--- src/rtl/ftdi_loader.sv ---
// ftdi_loader: frame parser and memory-write sequencer behind the FTDI RX FIFO.
//
// Pops bytes from the FIFO one at a time and hunts for SYNC. It then reads a
// 6-byte little-endian header (32-bit load address, 16-bit word count), packs
// the payload into little-endian 32-bit words and writes each one to memory
// over a req/ack handshake. A trailing checksum byte ends the frame: the 8-bit
// sum of every byte after SYNC, including the checksum itself, must be zero.
//
// Ports:
//   clk, rst_n            clock, asynchronous active-low reset
//   empty, rd_en, din     FIFO side; din is valid the cycle after rd_en
//   mem_req, mem_addr,    memory write; request and payload are held
//   mem_wdata, mem_ack    until a single-cycle ack
//   busy                  frame in progress (any state other than sync hunt)
//   done                  one-cycle pulse at the end of each frame
//   err                   checksum error flag for the last frame
//   load_addr             word-aligned header address of the last frame
module ftdi_loader #(
    parameter logic [7:0]  SYNC   = 8'hA5,
    parameter int unsigned ADDR_W = 32
) (
    input  logic              clk,
    input  logic              rst_n,
    input  logic              empty,
    output logic              rd_en,
    input  logic [7:0]        din,
    output logic              mem_req,
    output logic [ADDR_W-1:0] mem_addr,
    output logic [31:0]       mem_wdata,
    input  logic              mem_ack,
    output logic              busy,
    output logic              done,
    output logic              err,
    output logic [ADDR_W-1:0] load_addr
);

    typedef enum logic [2:0] {
        S_SYNC,
        S_HDR,
        S_DATA,
        S_WRITE,
        S_CSUM,
        S_DONE
    } state_e;

    state_e            state_q, state_d;
    logic              vld_q;
    logic [2:0]        cnt_q, cnt_d;
    logic [7:0]        sum_q, sum_d;
    logic [31:0]       hdr_q, hdr_d;
    logic [15:0]       len_q, len_d;
    logic [ADDR_W-1:0] addr_q, addr_d;
    logic [ADDR_W-1:0] load_q, load_d;
    logic [31:0]       wdata_q, wdata_d;
    logic              err_q, err_d;

    logic              consume;
    logic [7:0]        sum_nxt;
    logic [15:0]       len_nxt;
    logic [ADDR_W-1:0] hdr_aligned;

    assign consume = (state_q == S_SYNC) || (state_q == S_HDR) ||
                     (state_q == S_DATA) || (state_q == S_CSUM);

    // vld_q marks the byte in flight: it blocks a second pop until the
    // popped byte has been consumed, so rd_en never fires on two
    // consecutive cycles. Gating with rst_n keeps the pop quiet in reset.
    assign rd_en = rst_n & consume & ~empty & ~vld_q;

    assign sum_nxt     = sum_q + din;
    assign len_nxt     = {din, len_q[15:8]};
    assign hdr_aligned = ADDR_W'(hdr_q) & ~ADDR_W'(3);

    always_comb begin
        state_d = state_q;
        cnt_d   = cnt_q;
        sum_d   = sum_q;
        hdr_d   = hdr_q;
        len_d   = len_q;
        addr_d  = addr_q;
        load_d  = load_q;
        wdata_d = wdata_q;
        err_d   = err_q;

        case (state_q)
            S_SYNC: begin
                if (vld_q && din == SYNC) begin
                    state_d = S_HDR;
                    sum_d   = '0;
                    cnt_d   = '0;
                    err_d   = 1'b0;
                end
            end
            S_HDR: begin
                if (vld_q) begin
                    sum_d = sum_nxt;
                    cnt_d = cnt_q + 3'd1;
                    if (cnt_q < 3'd4) begin
                        hdr_d = {din, hdr_q[31:8]};
                    end else begin
                        len_d = len_nxt;
                    end
                    // Address bytes are complete by the 6th header byte;
                    // the count still needs this byte, hence len_nxt.
                    if (cnt_q == 3'd5) begin
                        cnt_d   = '0;
                        load_d  = hdr_aligned;
                        addr_d  = hdr_aligned;
                        state_d = (len_nxt == '0) ? S_CSUM : S_DATA;
                    end
                end
            end
            S_DATA: begin
                if (vld_q) begin
                    sum_d   = sum_nxt;
                    wdata_d = {din, wdata_q[31:8]};
                    cnt_d   = cnt_q + 3'd1;
                    if (cnt_q == 3'd3) begin
                        cnt_d   = '0;
                        state_d = S_WRITE;
                    end
                end
            end
            S_WRITE: begin
                if (mem_ack) begin
                    addr_d  = addr_q + ADDR_W'(4);
                    len_d   = len_q - 16'd1;
                    state_d = (len_q == 16'd1) ? S_CSUM : S_DATA;
                end
            end
            S_CSUM: begin
                if (vld_q) begin
                    sum_d   = sum_nxt;
                    err_d   = (sum_nxt != '0);
                    state_d = S_DONE;
                end
            end
            S_DONE: begin
                state_d = S_SYNC;
            end
            default: begin
                state_d = S_SYNC;
            end
        endcase
    end

    always_ff @(posedge clk or negedge rst_n) begin
        if (!rst_n) begin
            state_q <= S_SYNC;
            vld_q   <= 1'b0;
            cnt_q   <= '0;
            sum_q   <= '0;
            hdr_q   <= '0;
            len_q   <= '0;
            addr_q  <= '0;
            load_q  <= '0;
            wdata_q <= '0;
            err_q   <= 1'b0;
        end else begin
            state_q <= state_d;
            vld_q   <= rd_en;
            cnt_q   <= cnt_d;
            sum_q   <= sum_d;
            hdr_q   <= hdr_d;
            len_q   <= len_d;
            addr_q  <= addr_d;
            load_q  <= load_d;
            wdata_q <= wdata_d;
            err_q   <= err_d;
        end
    end

    // Request and pulses decode straight from the state register, so they
    // drop asynchronously with reset and ack ends the request next cycle.
    assign mem_req   = (state_q == S_WRITE);
    assign busy      = (state_q != S_SYNC);
    assign done      = (state_q == S_DONE);
    assign mem_addr  = addr_q;
    assign mem_wdata = wdata_q;
    assign err       = err_q;
    assign load_addr = load_q;

endmodule

--- config.mk ---
export PLATFORM = sky130hd
export DESIGN_NAME = ftdi_loader
export DESIGN_NICKNAME = d
export VERILOG_FILES = /design/src/rtl/ftdi_loader.sv
export SDC_FILE = /design/constraint.sdc
export NUM_CORES = 1
export LEC_CHECK = 0
export CORE_MARGIN = 2
export CORE_UTILIZATION = 54
export DETAILED_ROUTE_END_ITERATION = 6
export PLACE_DENSITY = 0.81
export SLEW_MARGIN = 20
export SYNTH_ARGS = -nofsm -noshare
export SYNTH_HDL_FRONTEND = slang
export SYNTH_SLANG_ARGS = --single-unit
--- constraint.sdc ---
create_clock -name clk -period 2.9 [get_ports clk]
set_input_delay 0.58 -clock clk [delete_from_list [all_inputs] [get_ports clk]]
set_output_delay 0.58 -clock clk [all_outputs]
set_load 0.005 [all_outputs]
Word level (Yosys, flattened, before mapping)

Index checks and enable logic that the tools add are counted.

Register bits after elaboration: 158
Bits of input ports: 12
Output and inout port bits: 101
Logic and storage cells: 90

Add/sub/neg operators: 4
Order comparisons: 1
Equal/unequal tests: 18
Multiplexer cells: 30
Bitwise gates (word level): 5
Reduce and logical (&&, ||, !) cells: 22

Operators by type and width:

| operator                                           | number |
|---|---|
| 2-to-1 mux 32 bit                                  | 3 |
| one-hot mux 32 bit (2 select lines)                | 1 |
| 2-to-1 mux 16 bit                                  | 3 |
| 2-to-1 mux 3 bit                                   | 14 |
| adder 32 x 3 -> 32 bit, second input constant      | 1 |
| one-hot mux 16 bit (2 select lines)                | 1 |
| == test 16 x 1 -> 1 bit, second input constant     | 1 |
| logical NOT 16 bit                                 | 1 |
| 2-to-1 mux 8 bit                                   | 2 |
| one-hot mux 8 bit (2 select lines)                 | 1 |
| subtractor 16 x 1 -> 16 bit, second input constant | 1 |
| one-hot mux 3 bit (5 select lines)                 | 1 |
| AND reduction 3 bit                                | 4 |
| AND reduction 4 bit                                | 3 |
| != test 2 x 1 -> 1 bit, second input constant      | 5 |
| == test 3 x 2 -> 1 bit, second input constant      | 3 |
| == test 3 bit, second input constant               | 3 |
| one-hot mux 3 bit (3 select lines)                 | 1 |
| adder 8 bit                                        | 1 |
| == test 8 bit, second input constant               | 1 |
| != test 2 bit, second input constant               | 4 |
| nonzero test 8 bit                                 | 1 |
| AND reduction 7 bit                                | 1 |
| nonzero test 2 bit                                 | 3 |
| 13 further kinds                                   | 20 |

Depth between registers and ports, before layout

Gate-level depths: netlist of the first run.

Depth after elaboration: 7
Depth in mapped cells: 10
Gate-level depth less buffers: 8

Least setup slack after synthesis of the first run

Ideal clock, no wire load.

Kind: input-to-reg
Start point: input din[0]
End point: register err_q (netlist: err)
Library setup time: 129 ps
Data arrival time: 2319 ps
Data required time: 2771 ps
Slack: 452 ps
Stages on the path: 6
Buffers on the path: 0
Cell sequence: ha_1 > fa_1 > or4b_2 > nor3_1 > nor4b_1 > a21oi_1

Cells in the longest elaborated chain, start to end: 4

Ends and longest elaborated chain:

| item                                                                      | RTL line | RTL |
|---|---|---|
| start: declaration                                                        | 26       | `input logic [7:0] din,` |
| adder 8 bit or == test 8 bit (tied branches)                              | 70, 87   |  |
| nonzero test 8 bit or logical AND 1 bit (tied branches)                   | 134, 87  |  |
| 2-to-1 mux 1 bit or != test 2 x 1 -> 1 bit (tied branches)                | n/a      |  |
| one-hot mux 1 bit (2 select lines) or AND reduction 3 bit (tied branches) | n/a      |  |
| end signal: assignment                                                    | 169      | `err_q <= err_d;` |
| end: declaration                                                          | 55       | `logic err_q, err_d;` |

Several ways; a longest one is shown, not always the timed one. The select of a mux whose other input is x is not followed.
A chain may end at the register's enable or synchronous reset.

Final worst setup path of the first run

Start point: register state_q[2]
End point: output rd_en

Cells in the longest elaborated chain, start to end: 7

Ends and longest elaborated chain:

| item                                                        | RTL line | RTL |
|---|---|---|
| start: declaration                                          | 46       | `state_e state_q, state_d;` |
| start signal: assignment                                    | 160      | `state_q <= state_d;` |
| == test 3 x 1 -> 1 bit or logical NOT 3 bit (tied branches) | 62       | `assign consume = (state_q == S_SYNC) \|\| (state_q == S_HDR) \|\|` |
| logical OR 1 bit (2 in a row)                               | 62       |  |
| logical OR 1 bit *                                          | 63       | `(state_q == S_DATA) \|\| (state_q == S_CSUM);` |
| AND 1 bit * (3 in a row)                                    | 68       | `assign rd_en = rst_n & consume & ~empty & ~vld_q;` |
| end: declaration                                            | 25       | `output logic rd_en,` |

Mark *: on every way between the ends. The rest lies on a longest branch, timed or not.

==> key figures, run 1 <==
Clock tree
  • TritonCTS clock tree: yes
  • Post-CTS Setup Inserts: 0
  • Worst-path clk slew: roughly 0.06 ns
  • CTS H-tree depth: 4
  • Clock sinks: roughly 150
  • CTS Buffer Depth: 2
  • Clock buffers created by TritonCTS: 17
  • Worst skew pair latency: ~0.43 ns
  • Hold buffers post-CTS: 0
  • Post-CTS sizing: 0
  • Root Buffer: clkbuf_16

Critical path
  • CP peak stage delay: just under 0.6 ns
  • R2r setup slk: between 0.5 and 0.6 ns
  • Startpoint Class: flip-flop
  • CP Capture Type: primary output
  • Worst r2r src: sum_q[0]
  • Worst-path maximum fanout: 8
  • Crit path required time: around 2.3 ns
  • Type of the worst setup path: flip-flop to primary output
  • Reg2Reg Depth: 6
  • Critical Path, Cell by Cell: maj3_1 > nor4b_1 > clkdlybuf4s50_1
  • RR Endpoint: err
  • CP max-delay cell: clkdlybuf4s50_1
  • Worst Path Arrival: 2.20 ns

Detailed routing
  • Final wirelength: roughly 20 mm
  • DR WL/cell: ~18 microns
  • Detailed-route via count: approximately 6400
  • Vias per cell: between 6 and 7
  • DR iter-0 viols: 782
  • DRC errors left: 0
  • Drt pass-1 iters: 6
  • Routed Antenna Nets: 0

Synthesis
  • Number of flops mapped to enable cells by yosys: 0
  • Post-synthesis mux area share: under 10%
  • Synth Area in Compound Gates: 16.0%
  • Synth cell types: 66
  • Area share of xor/xnor cells in the synthesized design: 0.816%
  • Simple logic cell fraction of the synthesized area: roughly 16%
  • Largest family of logic cells by synthesized area: simple AND/OR/NAND/NOR gates
  • Synth area leaders: dfrtp_1 51%, mux2_2 9.3%, nand2_1 6.5%
  • Cell type with the largest total area after synthesis: dfrtp_1
  • Top-count cell post-synth: dfrtp_1
  • Post-synth top area share: about half
  • Commonest cells post-synth: 154 x dfrtp_1, 131 x nand2_1, 62 x mux2_2
  • Post-Synth Adder-Cell Area: 2.73%
  • Cell Area, Synth: between 7000 and 8000 sq um
  • Sequential fraction of the synthesis area: between 50% and 60%
  • Syn avg cell area: 9.95 sq um
  • Syn Inst Count: around 760
  • Top_reg_cell synth: dfrtp_1
  • Async SR Flop Fraction: 100%
  • Post-synthesis register bit count: 154
  • Synth warn: 0

Power and ir drop
  • Gate power share: roughly two fifths
  • Net Sw Power: roughly 0.0036 W
  • Leak: just over 4 nW
  • Int Power: between 0.006 and 0.007 W
  • Sw frac: between 30% and 40%
  • Seq pwr share: between 30% and 40%
  • Worst VDD drop: 0.695 mV
  • Clock Power Share: about 23%
  • Pwr dens: 1030 nW/um^2

Worst hold path
  • Worst hold path class: primary input to async pin

Timing
  • Max Clk Rate: roughly 0.36 GHz
  • Tmin final: approximately 2.8 ns
  • Setup violators final: 0
  • Hold Slack: ~0.32 ns
  • Setup TNS: 0 ns
  • Slew HR: between 40% and 50%
  • Setup Skew: a little under 0.007 ns
  • Slew @ Worst Pin: 0.812 ns
  • Slew Limit Fails: 0
  • Unrepaired setup endpoints after global routing: false
  • Ratio of final minimum period to clock period: a little over nine tenths
  • Hold Fails Final Rpt: 0

Cells and area
  • Final #Nets: between 800 and 900
  • Fin util: between 60% and 70%
  • Fillcell total: about 1000
  • Ant diodes: 0
  • Layout area overhead: 25.3%
  • Layout cells sized above 1: ~15%

Global route
  • Vias in the first global route: 6291
  • Initial antenna violation count: 0
  • First-pass GRT wire length: between 30 and 40 mm
  • Total GRT Usage: between 20% and 30%
  • Largest net degree at the start of global routing: roughly 160
  • Gr ovfl total: 0

Placed design
  • Count of input and output buffers: 108
  • Hpwl dp: roughly 13 mm
  • Placer Congestion: between 0.9 and 1

Floorplan
  • Die area: 14900 sq um
  • Die width: around 120 microns
  • Row cnt: between 40 and 50
  • IO Pins: roughly 110
  • Die Ht: 122 microns
  • Core region area: between 10000 and 15000 sq um
  • Starting Density: a little over half

Job
  • Max-Cap Viols: 0

Status
  • Status: finished clean
## per-layer routing
metal / global-route usage (%) / up-vias / wire, microns
li1: - / 2917 / -
met1: 34.8 / 3125 / 7770
met2: 44.2 / 285 / 9510
met3: 5.43 / 58 / 1370
met4: 14.6 / 0 / 817
met5: 0 / - / 0
## worst max-delay path, delay by kind of cell (launching register included)
| family | cells | cell delay (ns) |
|---|---|---|
| buf+inv | 1 | 0.58 |
| flops | 1 | 0.46 |
| fa+ha+maj | 1 | 0.39 |
| simple gates | 1 | 0.34 |
## cell type report
cell class	instances	area, sq um	area share (%)
inverter	12	45.0	0.478
multi-input combinational	545	3440	36.5
sequential	154	3850	40.9
timing repair buffer	130	1260	13.4
clock buffer	18	439	4.66
tap	180	225	2.39
clock inverter	14	158	1.67
## through the flow
| step | setup WS [ns] | area, sq um | total power, W | std cells |
|---|---|---|---|---|
| after floorplan | 0.452 | 7530 | 0.00573 | 758 |
| after global placement | -0.109 | 8820 | 0.00720 | 1021 |
| after detailed placement | -0.157 | 8820 | 0.00742 | 1021 |
| after CTS | 0.0785 | 9420 | 0.00969 | 1053 |
| after global routing | 0.0136 | 9420 | 0.0103 | 1053 |
| final | 0.123 | 9420 | 0.00969 | 1053 |
## power by group through the flow
stage	Sequential [W]	Combinational, W	Clock, W
2_1_floorplan	0.00349	0.00223	0
3_3_place_gp	0.00369	0.00351	0
3_5_place_dp	0.00375	0.00367	0
4_1_cts	0.00373	0.00370	0.00226
5_1_grt	0.00385	0.00409	0.00235
6_report	0.00375	0.00370	0.00224
## how the worst max path moves through the flow
stage | startpoint | endpoint | slack, ns
finish | state_q[2] | rd_en | 0.12
global route | state_q[2] | rd_en | 0.01
CTS | state_q[2] | rd_en | 0.08
detailed placement | din[0] | err | -0.16
global placement | din[0] | err | -0.11
floorplan | din[0] | err | 0.45
## logic make-up after synthesis
group,after synthesis
other,1
XOR/XNOR,7
AND/OR/NAND/NOR,264
multiplexers,65
buffers and inverters,59
AO/OA/AOI/OAI,189
flip-flops,154
adder cells (fa/ha/maj),16
## layout by cell type (no fill, tap or decap), drive strengths merged, types with 6 or more instances in the layout
master         instances
nand2b                 7
nor2                  43
inv                   19
a31oi                  7
clkbuf                18
clkdlybuf4s50        107
nand3                 21
buf                   23
ha                    14
o21ai                 52
a22o                  11
a22oi                  8
o22ai                  8
nand2                131
a21oi                 52
nor3                  19
mux2                  64
nand4                  6
dfrtp                154
and3                   7
o31ai                  8
## sequential cells by signal (all words and copies together) (netlist names)
name and count:
err 1, hdr_q 30, load_addr 30, mem_wdata 32, mem_addr 30, state_q 3
len_q 16, sum_q 8, cnt_q 3, vld_q 1
No activity file was read; power rests on OpenSTA's default activity.
==> run 2: changes to the inputs <==
--- a/config.mk
+++ b/config.mk
@@ -9,7 +9,6 @@
 export CORE_UTILIZATION = 54
 export DETAILED_ROUTE_END_ITERATION = 6
 export PLACE_DENSITY = 0.81
-export SLEW_MARGIN = 20
 export SYNTH_ARGS = -nofsm -noshare
 export SYNTH_HDL_FRONTEND = slang
 export SYNTH_SLANG_ARGS = --single-unit
==> constraint.sdc (replaced) <==
create_clock -name clk -period 2.9 [get_ports clk]
set_input_delay 0.58 -clock clk [delete_from_list [all_inputs] [get_ports clk]]
set_output_delay 0.58 -clock clk [all_outputs]
set_load 0.1 [all_outputs]
==> key figures, run 2 (synthesis results as in run 1) <==
Timing
  • Slew @ Worst Pin: 0.849 ns (was 0.812 ns)
  • Slew HR: 43.4% (was 45.8%)
  • Setup Skew: 0.0105 ns (was 0.00686 ns)
  • Setup violators final: 0 (unchanged)
  • Hold Fails Final Rpt: 0 (unchanged)
  • Ratio of final minimum period to clock period: 94.4% (was 95.8%)
  • Unrepaired setup endpoints after global routing: false (unchanged)
  • Worst setup margin: 0.164 ns (was 0.123 ns)
  • Slew Limit Fails: 0 (unchanged)
  • Max Clk Rate: 0.365 GHz (was 0.360 GHz)
  • Hold Slack: 0.278 ns (was 0.317 ns)
  • Tmin final: 2.74 ns (was 2.78 ns)

Cells and area
  • Commonest non-fill, non-tap cell in the layout: dfrtp_1 (unchanged)
  • Layout area overhead: 22.3% (was 25.3%)
  • Max reg flops: 32 (unchanged)
  • Layout cells sized above 1: 26.2% (was 15.0%)
  • Cell area after layout: 9190 sq um (was 9420 sq um)
  • Non-filler cells, final: 1055 (was 1053)
  • Final #Nets: 889 (was 887)
  • Ant diodes: 0 (unchanged)
  • Most frequent cells in the layout: 154 x dfrtp_1, 130 x nand2_1, 118 x buf_4 (was 154 x dfrtp_1, 130 x nand2_1, 107 x clkdlybuf4s50_1)

Clock tree
  • CTS H-tree depth: 4 (unchanged)
  • Hold buffers post-CTS: 0 (unchanged)
  • Clock buffers created by TritonCTS: 17 (unchanged)
  • Root Buffer: clkbuf_16 (unchanged)
  • Worst-path clk slew: 0.06 ns (about the same)
  • Post-CTS Setup Inserts: 0 (unchanged)
  • Clock sinks: 154 (unchanged)
  • Post-CTS sizing: 0 (unchanged)
  • Worst skew pair latency: 0.43 ns (about the same)
  • CTS Buffer Depth: 2 (unchanged)
  • TritonCTS clock tree: yes (unchanged)

Detailed routing
  • DR WL/cell: 18.8 microns (was 18.5 microns)
  • Detailed-route via count: 6251 (was 6385)
  • Routed Antenna Nets: 0 (unchanged)
  • DR iter-0 viols: 701 (was 782)
  • Final wirelength: 19.8 mm (was 19.5 mm)
  • DRC errors left: 0 (unchanged)
  • Vias per cell: 5.93 (was 6.06)
  • Drt pass-1 iters: 5 (was 6)

Placed design
  • Hpwl dp: 13.6 mm (was 13.4 mm)
  • Count of input and output buffers: 108 (unchanged)
  • Placer Congestion: 0.942 (was 0.932)
  • Placed cells: 1023 (was 1021)
  • Pre-CTS WS: -0.199 ns (was -0.157 ns)
  • DP Area: 8630 sq um (was 8820 sq um)

Critical path
  • CP Capture Type: primary output (unchanged)
  • Worst-path maximum fanout: 13 (was 8)
  • Crit path required time: 2.32 ns (about the same)
  • R2r setup slk: 0.37 ns (was 0.52 ns)
  • Startpoint Class: flip-flop (unchanged)
  • Type of the worst setup path: flip-flop to primary output (unchanged)
  • Worst r2r src: state_q[2] (was sum_q[0])
  • RR Endpoint: mem_addr[15] (was err)
  • Reg2Reg Depth: 8 (was 6)
  • Worst Path Arrival: 2.16 ns (was 2.20 ns)

Floorplan
  • Core region area: 13700 sq um (unchanged)
  • Starting Density: 54.8% (unchanged)
  • IO Pins: 113 (unchanged)
  • Row cnt: 43 (unchanged)
  • Die Ht: 122 microns (unchanged)
  • Die area: 14900 sq um (unchanged)
  • Die width: 122 microns (unchanged)

Worst hold path
  • Worst hold path class: primary input to async pin (unchanged)

Global route
  • First-pass GRT wire length: 32.1 mm (was 31.5 mm)
  • Largest net degree at the start of global routing: 155 (unchanged)
  • Total GRT Usage: 27.7% (was 27.3%)
  • Vias in the first global route: 6335 (was 6291)
  • Gr ovfl total: 0 (unchanged)
  • Initial antenna violation count: 0 (unchanged)

Status
  • Status: finished clean (unchanged)

Job
  • Max-Cap Viols: 0 (unchanged)
==> run 2: per-stage QoR <==
step                util (%)  TNS [ns]
finish                  67.0         0
global route            67.0         0
CTS                     67.0         0
detailed placement      62.9    -0.201
global placement        62.9    -0.115
floorplan                  -         0
==> run 2: critical path: stages, from the launching register on <==
cell,delay [ns]
dfrtp_1,0.47
and2b_1,0.36
nand2_2,0.13
inv_1,0.51
buf_12,0.26
==> run 2: worst max-delay path by stage <==
stage | start | to | slack (ns)
finish | state_q[2] | mem_req | 0.16
global route | din[0] | err | 0.12
CTS | state_q[2] | mem_req | 0.24
detailed placement | din[0] | err | -0.20
global placement | din[0] | err | -0.12
floorplan | state_q[1] | rd_en | 0.07
==> run 2: area by class of cell <==
cell class                      instances  area [sq um]
Fill cell                            1090          4530
Inverter                               12          45.0
Multi-Input combinational cell        545          3450
Clock inverter                         14           131
Clock buffer                           18           429
Tap cell                              180           225
Sequential cell                       154          3850
Timing Repair Buffer                  132          1060
==> run 2: layer usage <==
metal  wire length (microns)  vias to the layer above  share of wire (%)  global-route usage, %
met5                       0                        -                  0                      0
met4                     917                        0                4.6                   15.6
met3                    1120                       51                5.6                   4.49
met2                    9660                      257                 49                   44.8
met1                    8130                     3034                 41                   35.6
li1                        -                     2909                  -                      -
Power of run 2 is left out: the tool's default activity adds up to more than one toggle a clock period on the data nets, which glitch-free logic cannot reach.
==> RTL change 1 (flow settings as in run 2) <==
The parameter `ADDR_W` goes from 32 to 16.
--- a/src/rtl/ftdi_loader.sv
+++ b/src/rtl/ftdi_loader.sv
@@ -17,7 +17,7 @@
 //   load_addr             word-aligned header address of the last frame
 module ftdi_loader #(
     parameter logic [7:0]  SYNC   = 8'hA5,
-    parameter int unsigned ADDR_W = 32
+    parameter int unsigned ADDR_W = 16
 ) (
     input  logic              clk,
     input  logic              rst_n,
Interface: changed (resized load_addr and mem_addr); port bits go from 113 to 81. No check against the original RTL was run, so the function may have changed too.
==> RTL change 1 against run 2 <==
Global-route usage shrank 1.8 points. Worst hold slack lost 0.12 ns. Area after synthesis shrank 20%. Count of clock-buffer cells in the layout grew 2. Worst setup slack gained 0.025 ns. Sequential cell count shrank 32. Wire length shrank 27%. Final area shrank 19%. Largest cell class unchanged.
Power is left out: the tool's default activity adds up to more than one toggle a clock period on the data nets, which glitch-free logic cannot reach.
==> RTL change 1: results <==
[timing]
finalClockSkew_ns = 0.00603
tightest_slew_ns = 0.725

[place]
routabilityCongestion = 0.872
portBuffers = 76
hpwl_um = 9670

[synth]
synth.area.top_cells = dfrtp_1, mux2_2, o21ai_0, a21oi_1, ha_1
ys_top_cells_by_count = dfrtp_1, mux2_2, o21ai_0
ys_seq_area_share_pct = 50.9

[global_routing]
grt_pass1_wl_um = 23800
grt_pass1_vias = 4693
grt_usage_pct = 25.9
grt_max_degree = 123

[route]
drtIter0Drc = 420
wire_per_inst_um = 18.6
dr_total_vias = 4780

[critical_path]
critPathMaxFanout = 50
r2r_cells = 7
slowest_delay_ns = 0.65
rrSetupSlack_ns = 0.57
r2r_end = mem_addr[10]$_DFFE_PN0P_
crit_arrival_ns = 2.13

[clock_network]
clkLatencyLatePin_ns = 0.52

[outcome]
status = finished, final reports clean

[cells_and_area]
final_nets = 659
drive_gt1_share_pct = 31.3
==> RTL change 1: cell count changes in the layout (fill, tap and decap cells not counted), sizes merged, moves of 9 or more <==
cell | before | now
nand2 | 131 | 36
nand3 | 21 | 9
buf | 122 | 85
o21ai | 52 | 38
mux2 | 64 | 76
nor3 | 19 | 10
a21oi | 52 | 36
nor2 | 43 | 33
dfrtp | 154 | 122
==> RTL change 1: per-stage QoR <==
step / hold WS (ns) / area (um2) / cells / utilization (%) / worst slack [ns]
finish: 0.163 / 7460 / 785 / 68.9 / 0.188
global route: 0.231 / 7460 / 785 / 68.9 / 0.0498
CTS: 0.218 / 7460 / 785 / 68.9 / 0.204
detailed placement: 0.482 / 6850 / 753 / 63.2 / 0.0523
global placement: 0.479 / 6850 / 753 / 63.2 / 0.120
floorplan: 0.284 / 6030 / 549 / - / 0.159
==> RTL change 1: cells by family (layout without fill, tap and decap cells) <==
| kind of cell | after synthesis | in the layout | synth area share, % |
|---|---|---|---|
| AOI/OAI and AO/OA | 147 | 147 | 15.9 |
| xor gates and xnor gates | 4 | 4 | 0.584 |
| adders and majority gates | 16 | 16 | 3.42 |
| buffers and inverters | 46 | 142 | 3.27 |
| DFF | 122 | 122 | 50.9 |
| muxes | 77 | 77 | 14.4 |
| other | 1 | 4 | 0.0625 |
| and+or+nand+nor | 133 | 133 | 11.4 |
==> RTL change 1: cell type report <==
cell class                 count  area (um2)  share of cell area [%]
sequential                   122        3050                    40.9
multi-input combinational    381        2790                    37.3
timing repair buffer          95         776                    10.4
clock buffer                  20         455                    6.10
tap                          140         175                    2.35
clock inverter                12         161                    2.16
inverter                      15        56.3                   0.754
==> RTL change 1: worst max-delay path by stage <==
stage                                start  cells past startpoint              end
floorplan           state_q[2]$_DFFE_PN0P_                      4            rd_en
global placement                    din[0]                      8  err$_DFFE_PN0P_
detailed placement                  din[0]                      8  err$_DFFE_PN0P_
CTS                 state_q[0]$_DFFE_PN0P_                      4          mem_req
global route        state_q[1]$_DFFE_PN0P_                      4          mem_req
finish              state_q[0]$_DFFE_PN0P_                      4          mem_req
==> RTL change 1: layer usage <==
layer	wire length [um]	track usage (%)	vias to the layer above
li1	-	-	2198
met1	6480	34.5	2383
met2	6980	40.7	170
met3	834	7.47	29
met4	274	9.13	0
met5	0	0	-
==> RTL change 1: worst register-to-register path, stage by stage (launching register included) <==
cell,delay (ns)
dfrtp_1,0.65
nand3b_1,0.17
inv_1,0.10
buf_4,0.44
nand2_1,0.24
nor2_1,0.19
o22ai_1,0.10
a222oi_1,0.32
==> RTL change 2 (config.mk and constraints of run 2) <==
Without the edit above. Re-encode `state_e` (6 states) as one-hot, 6 bits wide.
--- a/src/rtl/ftdi_loader.sv
+++ b/src/rtl/ftdi_loader.sv
@@ -34,13 +34,13 @@
     output logic [ADDR_W-1:0] load_addr
 );
 
-    typedef enum logic [2:0] {
-        S_SYNC,
-        S_HDR,
-        S_DATA,
-        S_WRITE,
-        S_CSUM,
-        S_DONE
+    typedef enum logic [5:0] {
+        S_SYNC  = 6'b000001,
+        S_HDR   = 6'b000010,
+        S_DATA  = 6'b000100,
+        S_WRITE = 6'b001000,
+        S_CSUM  = 6'b010000,
+        S_DONE  = 6'b100000
     } state_e;
 
     state_e            state_q, state_d;
Formal check against the unedited RTL: no difference found for any inputs over 10 cycles, from zero or initial values and one cycle with rst_n low; not proved beyond that.
==> RTL change 2 against run 2 <==
Area after synthesis rose by 3.4%. Sequential cell count up 3. Core utilization rose by 0.35 points. Final area up 2.5%. Via count rose by 5.4%. Critical path type unchanged. Worst setup slack better by 0.0084 ns. Critical endpoint is now rd_en. Global-route usage grew 0.30 points. Clock skew grew 0.0010 ns. Count of clock-buffer cells in the layout rose by 3. Synthesized cell count grew 0.66%. Wire length is 4.9% higher.
==> RTL change 2: results <==
[global_routing]
gr-usage-met3_pct = 5.59
grt_max_degree = 86
grtUsageMet1_pct = 34.0
grt_pass1_vias = 6408
grt_usage_pct = 28.0
grt_pass1_wl_um = 32800
grt_use_met2_pct = 49.1

[cells_and_area]
multi_input_area_mm2 = 0.00361
inv_count = 8
drive_gt1_share_pct = 26.3
seq_share_pct = 41.8
nMultiInputCombCells = 550
final_nets = 891
num-fill-cells = 1063
fin_area_mm2 = 0.00942
num-nonclk-buffers = 130
nonClkBufAreaFrac_pct = 11.1
n_clock_buffer = 21
clock_area_share_pct = 6.19

[route]
top_layer = met4
route.met3.wl_um = 1160
wl_met2_um = 10800
vias_per_cell = 6.23
m1WireLength_um = 8220
dr_total_vias = 6590
routed_wirelength_um = 20800

[timing]
slew_headroom_pct = 50.0
finalClockSkew_ns = 0.0115

[critical_path]
crit_family = simple AND/OR/NAND/NOR gates
critPathMaxFanout = 10
slowest_delay_ns = 0.55

[synth]
synthCells = 760
synth_seq_cells = 157
ys_top_cells_by_count = dfrtp_1, nand2_1, mux2_2
synth.area.top_cells = dfrtp_1, mux2_2, nand2_1, o21ai_0, a21oi_1
ys_seq_area_share_pct = 50.6
ys_types = 71

[clock_network]
post_cts_buffers = 1
cts-resized-gates = 1

[place]
routabilityCongestion = 0.947
dp_slack_ns = 0.0196
dp.cells = 1024
hpwl_um = 14300
dpl_cell_area_mm2 = 0.00882

[outcome]
status = finished, final reports clean
-- RTL change 2: logic make-up after synthesis --
| family | share of synthesized area [%] |
|---|---|
| AOI/OAI and AO/OA | 16.2 |
| xor gates and xnor gates | 0.902 |
| adders and majority gates | 2.51 |
| buffers and inverters | 3.25 |
| DFF | 50.6 |
| muxes | 9.11 |
| other | 0.0483 |
| and+or+nand+nor | 17.4 |
-- RTL change 2: final timing paths --
path                                           from                   endpoint  slack (ns)  cells past startpoint
min                                           rst_n  load_addr[17]$_DFFE_PN0P_       0.009                      1
max reg2reg                 mem_addr[2]$_DFFE_PN0P_   mem_addr[30]$_DFFE_PN0P_        0.47                      6
min in group clk           load_addr[6]$_DFFE_PN0P_   load_addr[6]$_DFFE_PN0P_        0.48                      2
max                          state_q[1]$_DFFE_PN0P_                      rd_en        0.17                      5
min reg2reg                load_addr[6]$_DFFE_PN0P_   load_addr[6]$_DFFE_PN0P_        0.48                      2
max in group asynchronous                     rst_n       len_q[5]$_DFFE_PN0P_        1.96                      2
